File: config.mk
export PLATFORM = sky130hd
export DESIGN_NAME = mlt_operand_sequencer_flat
export DESIGN_NICKNAME = d
export VERILOG_FILES = /design/src/rtl/mlt_pkg.sv /design/src/rtl/mlt_operand_sequencer_if.sv /design/src/rtl/mlt_op_fifo.sv /design/src/rtl/mlt_operand_sequencer.sv /design/src/flat_wrapper.sv
export SDC_FILE = /design/constraint.sdc
export NUM_CORES = 1
export LEC_CHECK = 0
export BUFFER_PORTS_ARGS = -buffer_cell sky130_fd_sc_hd__buf_2
export CELL_PAD_IN_SITES_DETAIL_PLACEMENT = 1
export CELL_PAD_IN_SITES_GLOBAL_PLACEMENT = 1
export CORE_MARGIN = 5
export CORE_UTILIZATION = 49
export CTS_CLUSTER_SIZE = 24
export DETAILED_ROUTE_END_ITERATION = 10
export HOLD_SLACK_MARGIN = 0.05
export PLACE_DENSITY_LB_ADDON = 0.1
export SLEW_MARGIN = 20
export SYNTH_ARGS = -nofsm -noshare
export SYNTH_HDL_FRONTEND = slang
export SYNTH_HIERARCHICAL = 1
export SYNTH_SLANG_ARGS = --single-unit
File: constraint.sdc
create_clock -name clk -period 10.9 [get_ports clk]
set_clock_uncertainty 0.15 [all_clocks]
set_input_delay 1.09 -clock clk [delete_from_list [all_inputs] [get_ports clk]]
set_output_delay 1.09 -clock clk [all_outputs]
set_load 0.03 [all_outputs]
File: src/rtl/mlt_pkg.sv
`default_nettype none
// ============================================================================
// Module : mlt_pkg
// Brief  : Shared FSM encoding and constants for the multiplier operand
//          sequencer.
// Rev    : 1.0  initial release
// ============================================================================
package mlt_pkg;

    localparam logic [1:0] c_st_idle    = 2'd0;
    localparam logic [1:0] c_st_issue   = 2'd1;
    localparam logic [1:0] c_st_run     = 2'd2;
    localparam logic [1:0] c_st_capture = 2'd3;

    typedef enum logic [1:0] {
        ST_IDLE    = c_st_idle,
        ST_ISSUE   = c_st_issue,
        ST_RUN     = c_st_run,
        ST_CAPTURE = c_st_capture
    } state_t;

    localparam int c_width_default = 16;

    // Fixed part of the start-to-result latency: out_valid at t0 + 2*B + 1 + c_lat_base.
    localparam int c_lat_base = 4;

endpackage
`default_nettype wire

File: src/rtl/mlt_operand_sequencer_if.sv
`default_nettype none
// ============================================================================
// Module : mlt_operand_sequencer_if
// Brief  : Operand input, controller handshake and result output bundle.
//          MLT_SEQ_TIMEOUT_EN adds the err status signal.
// Rev    : 1.0  initial release
// ============================================================================
interface mlt_operand_sequencer_if
    import mlt_pkg::*;
#(
    parameter int WIDTH = c_width_default
);

    logic                 in_valid;
    logic                 in_ready;
    logic [WIDTH-1:0]     in_a;
    logic [WIDTH-1:0]     in_b;
    logic                 start;
    logic                 ctrl_rst;
    logic                 lda;
    logic                 ldb;
    logic                 done;
    logic [WIDTH-1:0]     bus_data;
    logic [2*WIDTH-1:0]   prod_in;
    logic                 out_valid;
    logic                 out_ready;
    logic [2*WIDTH-1:0]   out_prod;
    logic                 busy;
`ifdef MLT_SEQ_TIMEOUT_EN
    logic                 err;

    modport master (
        output in_valid, in_a, in_b, lda, ldb, done, prod_in, out_ready,
        input  in_ready, start, ctrl_rst, bus_data, out_valid, out_prod, busy, err
    );

    modport slave (
        input  in_valid, in_a, in_b, lda, ldb, done, prod_in, out_ready,
        output in_ready, start, ctrl_rst, bus_data, out_valid, out_prod, busy, err
    );
`else
    modport master (
        output in_valid, in_a, in_b, lda, ldb, done, prod_in, out_ready,
        input  in_ready, start, ctrl_rst, bus_data, out_valid, out_prod, busy
    );

    modport slave (
        input  in_valid, in_a, in_b, lda, ldb, done, prod_in, out_ready,
        output in_ready, start, ctrl_rst, bus_data, out_valid, out_prod, busy
    );
`endif

endinterface
`default_nettype wire

File: src/rtl/mlt_op_fifo.sv
`default_nettype none
// ============================================================================
// Module : mlt_op_fifo
// Brief  : Small synchronous FIFO holding operand pairs; head is read
//          combinationally so it stays on the bus until popped.
// Rev    : 1.0  initial release
// ============================================================================
module mlt_op_fifo
    import mlt_pkg::*;
#(
    parameter int DATA_W = 2 * c_width_default,
    parameter int DEPTH  = 4
)
(
    input  wire              clk,
    input  wire              rst,
    input  wire              push,
    input  wire              pop,
    input  wire [DATA_W-1:0] wdata,
    output logic [DATA_W-1:0] rdata,
    output logic             full,
    output logic             empty
);

    localparam int AW = $clog2(DEPTH);

    logic [DATA_W-1:0] r_mem [DEPTH];
    logic [AW:0]       r_wptr;
    logic [AW:0]       r_rptr;
    logic              w_do_push;
    logic              w_do_pop;

    // Extra pointer bit distinguishes full from empty when the indices match.
    assign empty     = (r_wptr == r_rptr);
    assign full      = (r_wptr[AW] != r_rptr[AW]) && (r_wptr[AW-1:0] == r_rptr[AW-1:0]);
    assign w_do_push = push && !full;
    assign w_do_pop  = pop && !empty;
    assign rdata     = r_mem[r_rptr[AW-1:0]];

    always_ff @(posedge clk) begin
        if (rst) begin
            r_wptr <= '0;
            r_rptr <= '0;
        end else begin
            if (w_do_push) begin
                r_wptr <= r_wptr + 1'b1;
            end
            if (w_do_pop) begin
                r_rptr <= r_rptr + 1'b1;
            end
        end
    end

    always_ff @(posedge clk) begin
        if (w_do_push) begin
            r_mem[r_wptr[AW-1:0]] <= wdata;
        end
    end

endmodule
`default_nettype wire

File: src/rtl/mlt_operand_sequencer.sv
`default_nettype none
// ============================================================================
// Module : mlt_operand_sequencer
// Brief  : Buffers operand pairs, sequences the repeated-addition multiplier
//          controller and presents products. MLT_SEQ_TIMEOUT_EN adds a RUN
//          watchdog with sticky err.
// Rev    : 1.0  initial release
// ============================================================================
module mlt_operand_sequencer
    import mlt_pkg::*;
#(
    parameter int WIDTH = c_width_default,
    parameter int DEPTH = 4
)
(
    input  wire                    clk,
    input  wire                    resetn,
    mlt_operand_sequencer_if.slave sif
);

    state_t             r_state;
    state_t             w_next;
    logic               r_rst_hold;
    logic               r_out_valid;
    logic [2*WIDTH-1:0] r_out_prod;
    logic               w_capture;
    logic               w_push;
    logic               w_pop;
    logic               w_full;
    logic               w_empty;
    logic [2*WIDTH-1:0] w_head;
    logic [WIDTH-1:0]   w_head_a;
    logic [WIDTH-1:0]   w_head_b;

`ifdef MLT_SEQ_TIMEOUT_EN
    localparam int WD_W = WIDTH + 2;
    localparam logic [WD_W-1:0] c_wd_last = WD_W'((64'd1 << (WIDTH + 1)) + 64'd7);

    logic [WD_W-1:0]    r_wd;
    logic               r_err;
    logic               w_timeout;
`endif

    // resetn is an active-high reset despite its name.
    assign sif.in_ready = !resetn && !w_full;
    assign w_push       = sif.in_valid && sif.in_ready;
    assign w_pop        = (r_state == ST_CAPTURE);

    mlt_op_fifo #(
        .DATA_W (2 * WIDTH),
        .DEPTH  (DEPTH)
    ) u_fifo (
        .clk    (clk),
        .rst    (resetn),
        .push   (w_push),
        .pop    (w_pop),
        .wdata  ({sif.in_a, sif.in_b}),
        .rdata  (w_head),
        .full   (w_full),
        .empty  (w_empty)
    );

    assign w_head_a = w_head[2*WIDTH-1:WIDTH];
    assign w_head_b = w_head[WIDTH-1:0];

    assign sif.bus_data = sif.lda ? w_head_a :
                          sif.ldb ? w_head_b : '0;

    always_comb begin
        w_next    = r_state;
        w_capture = 1'b0;
`ifdef MLT_SEQ_TIMEOUT_EN
        w_timeout = 1'b0;
`endif
        case (r_state)
            ST_IDLE: begin
                if (!w_empty) begin
                    w_next = ST_ISSUE;
                end
            end
            ST_ISSUE: begin
                w_next = ST_RUN;
            end
            ST_RUN: begin
                // A pending result that is not being accepted blocks capture; done is held meanwhile.
                if (sif.done && (!r_out_valid || sif.out_ready)) begin
                    w_capture = 1'b1;
                    w_next    = ST_CAPTURE;
                end
`ifdef MLT_SEQ_TIMEOUT_EN
                else if (!sif.done && (r_wd == c_wd_last)) begin
                    w_timeout = 1'b1;
                    w_next    = ST_CAPTURE;
                end
`endif
            end
            ST_CAPTURE: begin
                w_next = ST_IDLE;
            end
            default: begin
                w_next = ST_IDLE;
            end
        endcase
    end

    always_ff @(posedge clk) begin
        if (resetn) begin
            r_state     <= ST_IDLE;
            r_rst_hold  <= 1'b1;
            r_out_valid <= 1'b0;
            r_out_prod  <= '0;
        end else begin
            r_state    <= w_next;
            r_rst_hold <= 1'b0;
            if (w_capture) begin
                r_out_valid <= 1'b1;
                r_out_prod  <= sif.prod_in;
            end else if (r_out_valid && sif.out_ready) begin
                r_out_valid <= 1'b0;
            end
        end
    end

`ifdef MLT_SEQ_TIMEOUT_EN
    always_ff @(posedge clk) begin
        if (resetn) begin
            r_wd  <= '0;
            r_err <= 1'b0;
        end else begin
            if (r_state != ST_RUN) begin
                r_wd <= '0;
            end else if (!sif.done) begin
                r_wd <= r_wd + 1'b1;
            end
            if (w_timeout) begin
                r_err <= 1'b1;
            end
        end
    end

    assign sif.err = r_err;
`endif

    // Controller reset covers our own reset, the cycle after it, and every CAPTURE.
    assign sif.ctrl_rst  = resetn || r_rst_hold || (r_state == ST_CAPTURE);
    assign sif.start     = (r_state == ST_ISSUE);
    assign sif.out_valid = r_out_valid;
    assign sif.out_prod  = r_out_prod;
    assign sif.busy      = (r_state != ST_IDLE) || !w_empty;

endmodule
`default_nettype wire

File: src/flat_wrapper.sv
// flat-port wrapper written by rule: the top's interface ports become plain ports
module mlt_operand_sequencer_flat import mlt_pkg::*;
#(
    parameter int WIDTH = c_width_default,
    parameter int DEPTH = 4
)
  (clk, resetn, sif_in_valid, sif_in_a, sif_in_b, sif_lda, sif_ldb, sif_done, sif_prod_in, sif_out_ready, sif_in_ready, sif_start, sif_ctrl_rst, sif_bus_data, sif_out_valid, sif_out_prod, sif_busy);
  mlt_operand_sequencer_if #(.WIDTH(WIDTH)) sif_i ();
  input  wire clk;
  input  wire resetn;
  input wire logic [$bits(sif_i.in_valid)-1:0] sif_in_valid;
  input wire logic [$bits(sif_i.in_a)-1:0] sif_in_a;
  input wire logic [$bits(sif_i.in_b)-1:0] sif_in_b;
  input wire logic [$bits(sif_i.lda)-1:0] sif_lda;
  input wire logic [$bits(sif_i.ldb)-1:0] sif_ldb;
  input wire logic [$bits(sif_i.done)-1:0] sif_done;
  input wire logic [$bits(sif_i.prod_in)-1:0] sif_prod_in;
  input wire logic [$bits(sif_i.out_ready)-1:0] sif_out_ready;
  output wire logic [$bits(sif_i.in_ready)-1:0] sif_in_ready;
  output wire logic [$bits(sif_i.start)-1:0] sif_start;
  output wire logic [$bits(sif_i.ctrl_rst)-1:0] sif_ctrl_rst;
  output wire logic [$bits(sif_i.bus_data)-1:0] sif_bus_data;
  output wire logic [$bits(sif_i.out_valid)-1:0] sif_out_valid;
  output wire logic [$bits(sif_i.out_prod)-1:0] sif_out_prod;
  output wire logic [$bits(sif_i.busy)-1:0] sif_busy;
  assign sif_i.in_valid = sif_in_valid;
  assign sif_i.in_a = sif_in_a;
  assign sif_i.in_b = sif_in_b;
  assign sif_i.lda = sif_lda;
  assign sif_i.ldb = sif_ldb;
  assign sif_i.done = sif_done;
  assign sif_i.prod_in = sif_prod_in;
  assign sif_i.out_ready = sif_out_ready;
  assign sif_in_ready = sif_i.in_ready;
  assign sif_start = sif_i.start;
  assign sif_ctrl_rst = sif_i.ctrl_rst;
  assign sif_bus_data = sif_i.bus_data;
  assign sif_out_valid = sif_i.out_valid;
  assign sif_out_prod = sif_i.out_prod;
  assign sif_busy = sif_i.busy;
  mlt_operand_sequencer #(.WIDTH(WIDTH), .DEPTH(DEPTH)) u_core (.clk(clk), .resetn(resetn), .sif(sif_i));
endmodule
# Word level (Yosys, flattened, before mapping)
# Memories as Yosys holds them, arrays and structs flattened. A register that Yosys moved wholly into a read port is not among the register bits.
# Index checks and enable logic that the tools add are counted.
[classes]
n_reduce_logical = 19
muxes = 14
n_eq_ne = 8
addsub = 2
[op_table]
columns = ["operator", "n"]
rows = [
  ["2-to-1 mux 16 bit", 2],
  ["2-to-1 mux 2 bit", 4],
  ["case mux 2 bit (4 select lines)", 1],
  ["logical AND 1 bit", 7],
  ["2-to-1 mux 1 bit", 7],
  ["adder 3 x 1 -> 3 bit (second input constant)", 2],
  ["== test 2 bit (second input constant)", 2],
  ["zero test 1 bit", 4],
  ["logical OR 1 bit", 4],
  ["nonzero test 2 bit", 2],
  ["== test 3 bit", 1],
  ["== test 2 x 1 -> 1 bit (second input constant)", 1],
  ["== test 2 bit", 1],
  ["zero test 2 bit", 1],
  ["inequality test 2 x 1 -> 1 bit (second input constant)", 1],
  ["inequality test 2 bit (second input constant)", 1],
  ["AND reduction 2 bit", 1],
  ["inequality test 1 bit", 1],
]
[totals]
wordCells = 50
ram_bits = 128
reg_bits = 42
n_memories = 1
[mem_list]
columns = ["name", "depth", "width", "read_ports", "rd_clocked_by_memory_dff", "write_ports", "line", "rtl"]
rows = [
  ["u_core.u_fifo.r_mem", 4, 32, 1, 1, 1, "mlt_op_fifo.sv:27", "logic [DATA_W-1:0] r_mem [DEPTH];"],
]

# Longest topological paths before layout
# Gate-level depths: netlist of the first run.
[depth]
depth_word = 8
depth_mapped = 9

# Cells and area by module
# The synthesis of the first run kept the hierarchy.
[modules_own_cells]
columns = ["mod", "seq_area_each_um2", "instances", "cells_per_inst", "area_each_um2"]
rows = [
  ["mlt_op_fifo", 4003.8, 1, 235, 5177.5],
  ["mlt_operand_sequencer", 720.7, 1, 194, 1657.8],
]

# Worst setup path after synthesis of the first run
# OpenSTA, ideal clock, no wires.
[synth_path]
path_type = "input -> register"
from = "input resetn"
to = "memory u_core/u_fifo/r_mem[3][0] (netlist bit) (enable)"
t_arrival_ps = 3700
n_path_buf = 1
setup_time_ps = 441
stages = 5
t_required_ps = 10309
setup_slack_ps = 6609
path_cell_list = "buf_6 -> nor2_1 -> and2_1 -> nand2_1 -> a31oi_1"
[synth_via]
elab_chain_cells = 6
[synth_lines]
columns = ["element", "line", "rtl"]
rows = [
  ["start, declared", "flat_wrapper.sv:10", "input wire resetn;"],
  ["zero test 1 bit", "mlt_operand_sequencer.sv:45", "assign sif.in_ready = !resetn && !w_full;"],
  ["logical AND 1 bit", "mlt_operand_sequencer.sv:45", ""],
  ["net sif_in_ready", "flat_wrapper.sv:19", "output wire logic [$bits(sif_i.in_ready)-1:0] sif_in_ready;"],
  ["logical AND 1 bit", "mlt_operand_sequencer.sv:46", "assign w_push = sif.in_valid && sif.in_ready;"],
  ["net u_core.w_push", "mlt_operand_sequencer.sv:27", "logic w_push;"],
  ["logical AND 1 bit", "mlt_op_fifo.sv:36", "assign w_do_push = push && !full;"],
  ["2-to-1 mux 1 bit", "mlt_op_fifo.sv:55", "if (w_do_push) begin"],
  ["2-to-1 mux 1 bit (implied by the code)", "mlt_op_fifo.sv:56", "r_mem[r_wptr[AW-1:0]] <= wdata;"],
  ["end, declared", "mlt_op_fifo.sv:27", ""],
]
# The timed path passes the listed nets, and every way through them passes these cells.

# Worst setup path after layout of the first run
[layout_path]
from = "input sif_lda"
to = "output sif_bus_data[4]"
[layout_via]
elab_chain_cells = 1
[layout_lines]
columns = ["element", "line", "rtl"]
rows = [
  ["start, declared", "flat_wrapper.sv:14", "input wire logic [$bits(sif_i.lda)-1:0] sif_lda;"],
  ["2-to-1 mux 16 bit", "mlt_operand_sequencer.sv:66", "assign sif.bus_data = sif.lda ? w_head_a :"],
  ["end, declared", "flat_wrapper.sv:22", "output wire logic [$bits(sif_i.bus_data)-1:0] sif_bus_data;"],
]
# Every way passes these cells.

==> results of run 1 <==
[per-layer routing]
layer	up-vias	global-route usage	routed length, um
met5	-	0	14
met4	4	0.0487	134
met3	16	0.0696	990
met2	99	0.337	7860
met1	2085	0.237	6150
li1	1924	-	-
[logic make-up after synthesis]
family | count (synthesis)
adder cells (fa/ha/maj) | 9
AND/OR/NAND/NOR | 70
flip-flops | 172
AO/OA/AOI/OAI | 102
multiplexers | 33
buffers and inverters | 37
XOR/XNOR | 6
[flip-flops by register name, indices dropped and copies added, names as in the netlist, named ones only]
register              cells
u_core/sif.out_prod      32
u_core/sif.out_valid      1
u_core/r_state            2
u_core/u_fifo/r_mem     128
u_core/u_fifo/r_rptr      3
u_core/u_fifo/r_wptr      3
u_core/r_rst_hold         1
[cell usage in the layout, fill, tap and decap left out, types with 4 or more instances in the layout]
cell	instances
and2_1	4
bufinv_16	4
o211ai_1	5
o21ai_0	37
nor2_1	4
a21oi_1	35
nand3_1	35
buf_4	6
mux4_2	32
dfxtp_1	43
nand2_1	9
edfxtp_1	128
inv_1	6
nor3b_1	4
clkbuf_16	17
ha_1	9
buf_2	123
a22o_1	15
[power breakdown]
group / switching, mW / internal (mW) / total (mW) / leakage (nW)
sequential: 0.0146 / 0.735 / 0.750 / 1.52
combinational: 0.149 / 0.0848 / 0.234 / 1.08
clock: 0.233 / 0.381 / 0.614 / 0.288
total: 0.397 / 1.20 / 1.60 / 2.89
[final cells by class]
cell class | count | area, sq um
fillers | 1367 | 5620
flip-flops and latches | 172 | 4730
multi-input cells | 220 | 1910
repair buffers | 129 | 661
clock buffers | 19 | 433
well taps | 180 | 225
clock inverters | 13 | 174
inverters | 6 | 22.5
[per-stage QoR]
| stage | cells | worst slack (ns) | power [mW] |
|---|---|---|---|
| floorplan | 429 | 6.61 | 0.932 |
| global placement | 707 | 7.31 | 0.993 |
| detailed placement | 707 | 7.22 | 1.00 |
| CTS | 739 | 7.20 | 1.61 |
| global route | 739 | 7.12 | 1.67 |
| finish | 739 | 7.20 | 1.60 |
[worst max-delay path: stages]
cell and delay (ns):
buf_2 0.23, nor2b_2 0.66, a22o_1 0.26, buf_2 0.21
[worst paths after layout]
| path | startpoint | to | slack (ns) | depth (start not counted) |
|---|---|---|---|---|
| worst min-delay path | u_core/sif.out_prod[19] | u_core/sif.out_prod[19] | 0.33 | 2 |
| worst max-delay path | sif_lda | sif_bus_data[4] | 7.20 | 4 |
| worst min register to register | u_core/sif.out_prod[19] | u_core/sif.out_prod[19] | 0.33 | 2 |
| worst max register to register | u_core/u_fifo/r_wptr[0] | u_core/u_fifo/r_mem[0][13] | 7.94 | 9 |
==> impl_metrics.json, run 1 <==
{
  "outcome": "finished, final reports clean",
  "core-area_sq_um": 13800,
  "synth.distinct_cells": 40,
  "hold_viol": 0,
  "synth_area_leader_cell": "edfxtp_1",
  "overflow": 0,
  "dpl-instance-area_sq_um": 7540,
  "synth_edf_count": 128,
  "max_slew_margin": 0.361,
  "grt_pass1_vias": 4563,
  "die_h_um": 128,
  "cts_buffers": 17,
  "final_nets": 626,
  "fmax_mhz": 270,
  "critPathLaunchType": "primary input",
  "ant_nets": 0,
  "cts-hold-fix-buffers": 0,
  "required_ns": 9.66,
  "syn_area_per_cell_sq_um": 15.9,
  "ys_warn_count": 6,
  "portBuffers": 123,
  "end_kind": "output pin",
  "synth-seq-cells": 172,
  "cts-root-buf": "clkbuf_16",
  "critPathMaxFanout": 18,
  "hold_class": "reg2reg",
  "avgRoutedWirePerCell_um": 20.5,
  "synth_fa_ha_area_frac": 0.0165,
  "synthToLayoutAreaGrowth_pct": 19.2,
  "synthSimpleGateAreaFrac": 0.0555,
  "drcViolationCount": 0,
  "ys_seq_area_frac": 0.691,
  "synth_xor_area_frac": 0.00769,
  "synthFlopType": "edfxtp_1",
  "critical_path_class": "in2out",
  "row_count": 43,
  "gp_congestion": 0.782,
  "synth_most_common_cell": "edfxtp_1",
  "antenna-diode-count": 0,
  "ys_top_cells_by_area": "edfxtp_1 56%, dfxtp_1 13%, mux4_2 11%",
  "syn_area_sq_um": 6840,
  "cts_max_path_buffers": 2,
  "tightestPinTransition_ns": 0.957,
  "synth_cells": 429,
  "synth_top_family_by_area": "multiplexers",
  "drtIter0Drc": 193,
  "synth_mux_area_frac": 0.107,
  "ctsResizeCount": 0,
  "fin_crit_ns": 3.70,
  "hold_ws_ns": 0.326,
  "h-tree-depth": 4,
  "p_leak_nw": 2.89,
  "die-area_sq_um": 16400,
  "ioPinCount": 124,
  "postCtsSetupRepairBufs": 0,
  "powerDensity_nw_per_um2": 196,
  "grt_max_degree": 50,
  "finalSetupViolCount": 0,
  "final_cell_area_sq_um": 8150,
  "final-max-slew-violation-count": 0,
  "clkSlewWorstSetupHoldPaths_ns": 0.06,
  "grt_usage": 0.196,
  "rsz0062_at_grt": "false",
  "synth_top_area_share": 0.562,
  "ir_worst_vdd_v": 0.000115,
  "clock-sinks": 172,
  "clk-insertion-delay-late_ns": 0.41,
  "dr.pass1.iters": 4,
  "finalSetupTns_ns": 0,
  "vias": 4128,
  "ys_top_cells_by_count": "128 x edfxtp_1, 44 x dfxtp_1, 37 x o21ai_0",
  "timing.final.crit_share": 0.339,
  "grt_pass1_wl_um": 24600,
  "synthArstFlopShare": 0,
  "place_hpwl_um": 9800,
  "antenna_found_initial": 2,
  "syn_nets": 509,
  "die_w_um": 128,
  "start_util": 0.496,
  "drt-total-wl_um": 15100,
  "post-route-util": 0.592,
  "drive_gt1_frac": 0.354,
  "vias_per_cell": 5.59,
  "synth-compound-area-share": 0.0899,
  "cts_tree": "built",
  "drv_cap": 0,
  "worstPathArrival_ns": 2.46
}
(Power assumes the default switching activity.)
==> inputs of run 2 (changes only) <==
ABC_AREA = 1   (was default)
CORE_UTILIZATION = 40   (was 49)
clock period = 3.3 ns   (was 10.9 ns; I/O delays follow)
==> run 2 against run 1 <==
  * Power rose to 3.6 times the previous value
  * Wire length rose by 18%
  * Register-to-register slack got worse by 7.5 ns
  * Combinational power rose to 3.7 times the previous value
  * Critical path type is now reg2reg
  * Highest routed layer is now met4
==> impl_metrics.json, run 2 <==
{
  "outcome": "finished, final reports clean",
  "synth-seq-cells": 172,
  "place_inst": 931,
  "tightestPinTransition_ns": 0.662,
  "ys_top_cells_by_count": "128 x edfxtp_1, 103 x nand2_1, 76 x nor2_1",
  "syn_nets": 689,
  "grt_pass1_wl_um": 28600,
  "final_cell_mix": "128 x edfxtp_1, 123 x buf_2, 103 x nand2_1, 73 x nor2_1, 64 x dlygate4sd3_1",
  "ctsResizeCount": 0,
  "die_w_um": 142,
  "grt_pass1_vias": 5642,
  "drt-total-wl_um": 17900,
  "ys_warn_count": 6,
  "synth.distinct_cells": 24,
  "synthArstFlopShare": 0,
  "clock-sinks": 172,
  "timing.final.crit_share": 0.860,
  "synth_edf_count": 128,
  "max_slew_margin": 0.558,
  "portBuffers": 123,
  "powerDensity_nw_per_um2": 631,
  "avgRoutedWirePerCell_um": 17.5,
  "cts-hold-fix-buffers": 64,
  "critPathMaxFanout": 32,
  "grt_max_degree": 65,
  "syn_area_sq_um": 6940,
  "seqCellArea_sq_um": 4730,
  "stdcell_count": 1027,
  "drcViolationCount": 0,
  "postCtsSetupRepairBufs": 0,
  "required_ns": 3.21,
  "synthToLayoutAreaGrowth_pct": 30.4,
  "vias_per_cell": 4.99,
  "drv_cap": 0,
  "synth_top_area_share": 0.554,
  "end_kind": "flop",
  "dpl-instance-area_sq_um": 7710,
  "start_util": 0.404,
  "place_hpwl_um": 10900,
  "dr.pass1.iters": 4,
  "finalSetupTns_ns": 0,
  "synth_most_common_cell": "edfxtp_1",
  "die_h_um": 142,
  "fin_crit_ns": 2.84,
  "largest_register_ffs": 128,
  "rsz0062_at_grt": "false",
  "cts-root-buf": "clkbuf_16",
  "finalSetupViolCount": 0,
  "final_common_cell": "edfxtp_1",
  "hold_viol": 0,
  "drtIter0Drc": 216,
  "cts_max_path_buffers": 2,
  "p_leak_nw": 3.53,
  "synth_cells": 609,
  "gp_congestion": 0.751,
  "ioPinCount": 124,
  "overflow": 0,
  "h-tree-depth": 4,
  "ant_nets": 0,
  "clkSlewWorstSetupHoldPaths_ns": 0.06,
  "critical_path_class": "reg2reg",
  "post-route-util": 0.527,
  "cts_tree": "built",
  "fmax_mhz": 352,
  "ir_worst_vdd_v": 0.000396,
  "ys_top_cells_by_area": "edfxtp_1 55%, dfxtp_1 13%, nand2_1 5.6%",
  "final_nets": 869,
  "grtUsageMet2": 0.330,
  "drive_gt1_frac": 0.266,
  "use_met1": 0.214,
  "ys_seq_area_frac": 0.681,
  "die-area_sq_um": 20100,
  "antenna_found_initial": 0,
  "syn_area_per_cell_sq_um": 11.4,
  "synth_area_leader_cell": "edfxtp_1",
  "final_cell_area_sq_um": 9050,
  "grtUsageMet3": 0.0492,
  "critPathLaunchType": "flop",
  "vias": 5124,
  "gr-max-usage-layer": "met2",
  "clk-insertion-delay-late_ns": 0.43,
  "final-max-slew-violation-count": 0,
  "hold_class": "in2reg",
  "cts_buffers": 17,
  "core-area_sq_um": 17200,
  "fillers": 1861,
  "grt_usage": 0.184,
  "worstPathArrival_ns": 2.74,
  "synthFlopType": "edfxtp_1",
  "multiInputGateArea_sq_um": 1920,
  "row_count": 48,
  "antenna-diode-count": 0
}
-- run 2: changes by cell type after synthesis, moves of 17 or more --
| cell | before | now |
|---|---|---|
| o21ai_0 | 37 | 58 |
| a21oi_2 | 0 | 20 |
| nand2_2 | 0 | 23 |
| o22ai_1 | 0 | 32 |
| inv_1 | 6 | 23 |
| nor2_1 | 4 | 76 |
| mux4_2 | 32 | 0 |
| nand2_1 | 9 | 103 |
-- run 2: area by class of cell --
cell class | instances | share of cell area
Clock buffer | 20 | 0.0483
Tap cell | 225 | 0.0311
Clock inverter | 12 | 0.0293
Sequential cell | 172 | 0.522
Multi-Input combinational cell | 376 | 0.212
Timing Repair Buffer | 195 | 0.145
Inverter | 27 | 0.0116
-- run 2: where the power goes --
| group | total, mW | internal, mW | switching (mW) |
|---|---|---|---|
| logic | 0.869 | 0.285 | 0.583 |
| clock network | 2.37 | 1.57 | 0.798 |
| registers | 2.47 | 2.42 | 0.0501 |
| total | 5.71 | 4.28 | 1.43 |
-- run 2: worst max-delay path: stages, from the launching register on --
cell	delay, ns
dfxtp_1	0.44
inv_1	0.11
nand2_1	0.10
nand2_2	0.09
nand3_4	0.11
inv_1	0.07
nor3b_1	0.56
nand2_1	0.24
nor2_2	0.12
buf_4	0.44
-- run 2: path summary, 6_finish.rpt --
check             slack (ns)                          to                     from  cells after the start
setup reg to reg        0.46  u_core/u_fifo/r_mem[0][28]  u_core/u_fifo/r_wptr[0]                      9
setup / recovery        0.46  u_core/u_fifo/r_mem[0][28]  u_core/u_fifo/r_wptr[0]                      9
hold / removal          0.15        u_core/sif.out_valid            sif_out_ready                      6
hold reg to reg         0.32     u_core/sif.out_prod[10]  u_core/sif.out_prod[10]                      2
-- run 2: layer usage --
layer / share of wire / wire [um]
met5: 0 / 0
met4: 0.016 / 290
met1: 0.41 / 7390
met2: 0.53 / 9420
met3: 0.046 / 822
-- run 2: metrics by stage --
| step | hold slack [ns] | worst slack, ns | power (mW) |
|---|---|---|---|
| floorplan | 0.208 | -0.0265 | 3.09 |
| global placement | 0.300 | 0.634 | 3.31 |
| detailed placement | 0.307 | 0.480 | 3.34 |
| CTS | 0.130 | 0.462 | 5.78 |
| global route | 0.177 | 0.151 | 5.97 |
| finish | 0.149 | 0.463 | 5.71 |
-- run 2: logic make-up after synthesis --
kind of cell	count (synthesis)	share of synthesized area
adders and majority gates	9	0.0162
AOI/OAI and AO/OA	137	0.115
buffers and inverters	61	0.0440
DFF	172	0.681
and+or+nand+nor	230	0.144
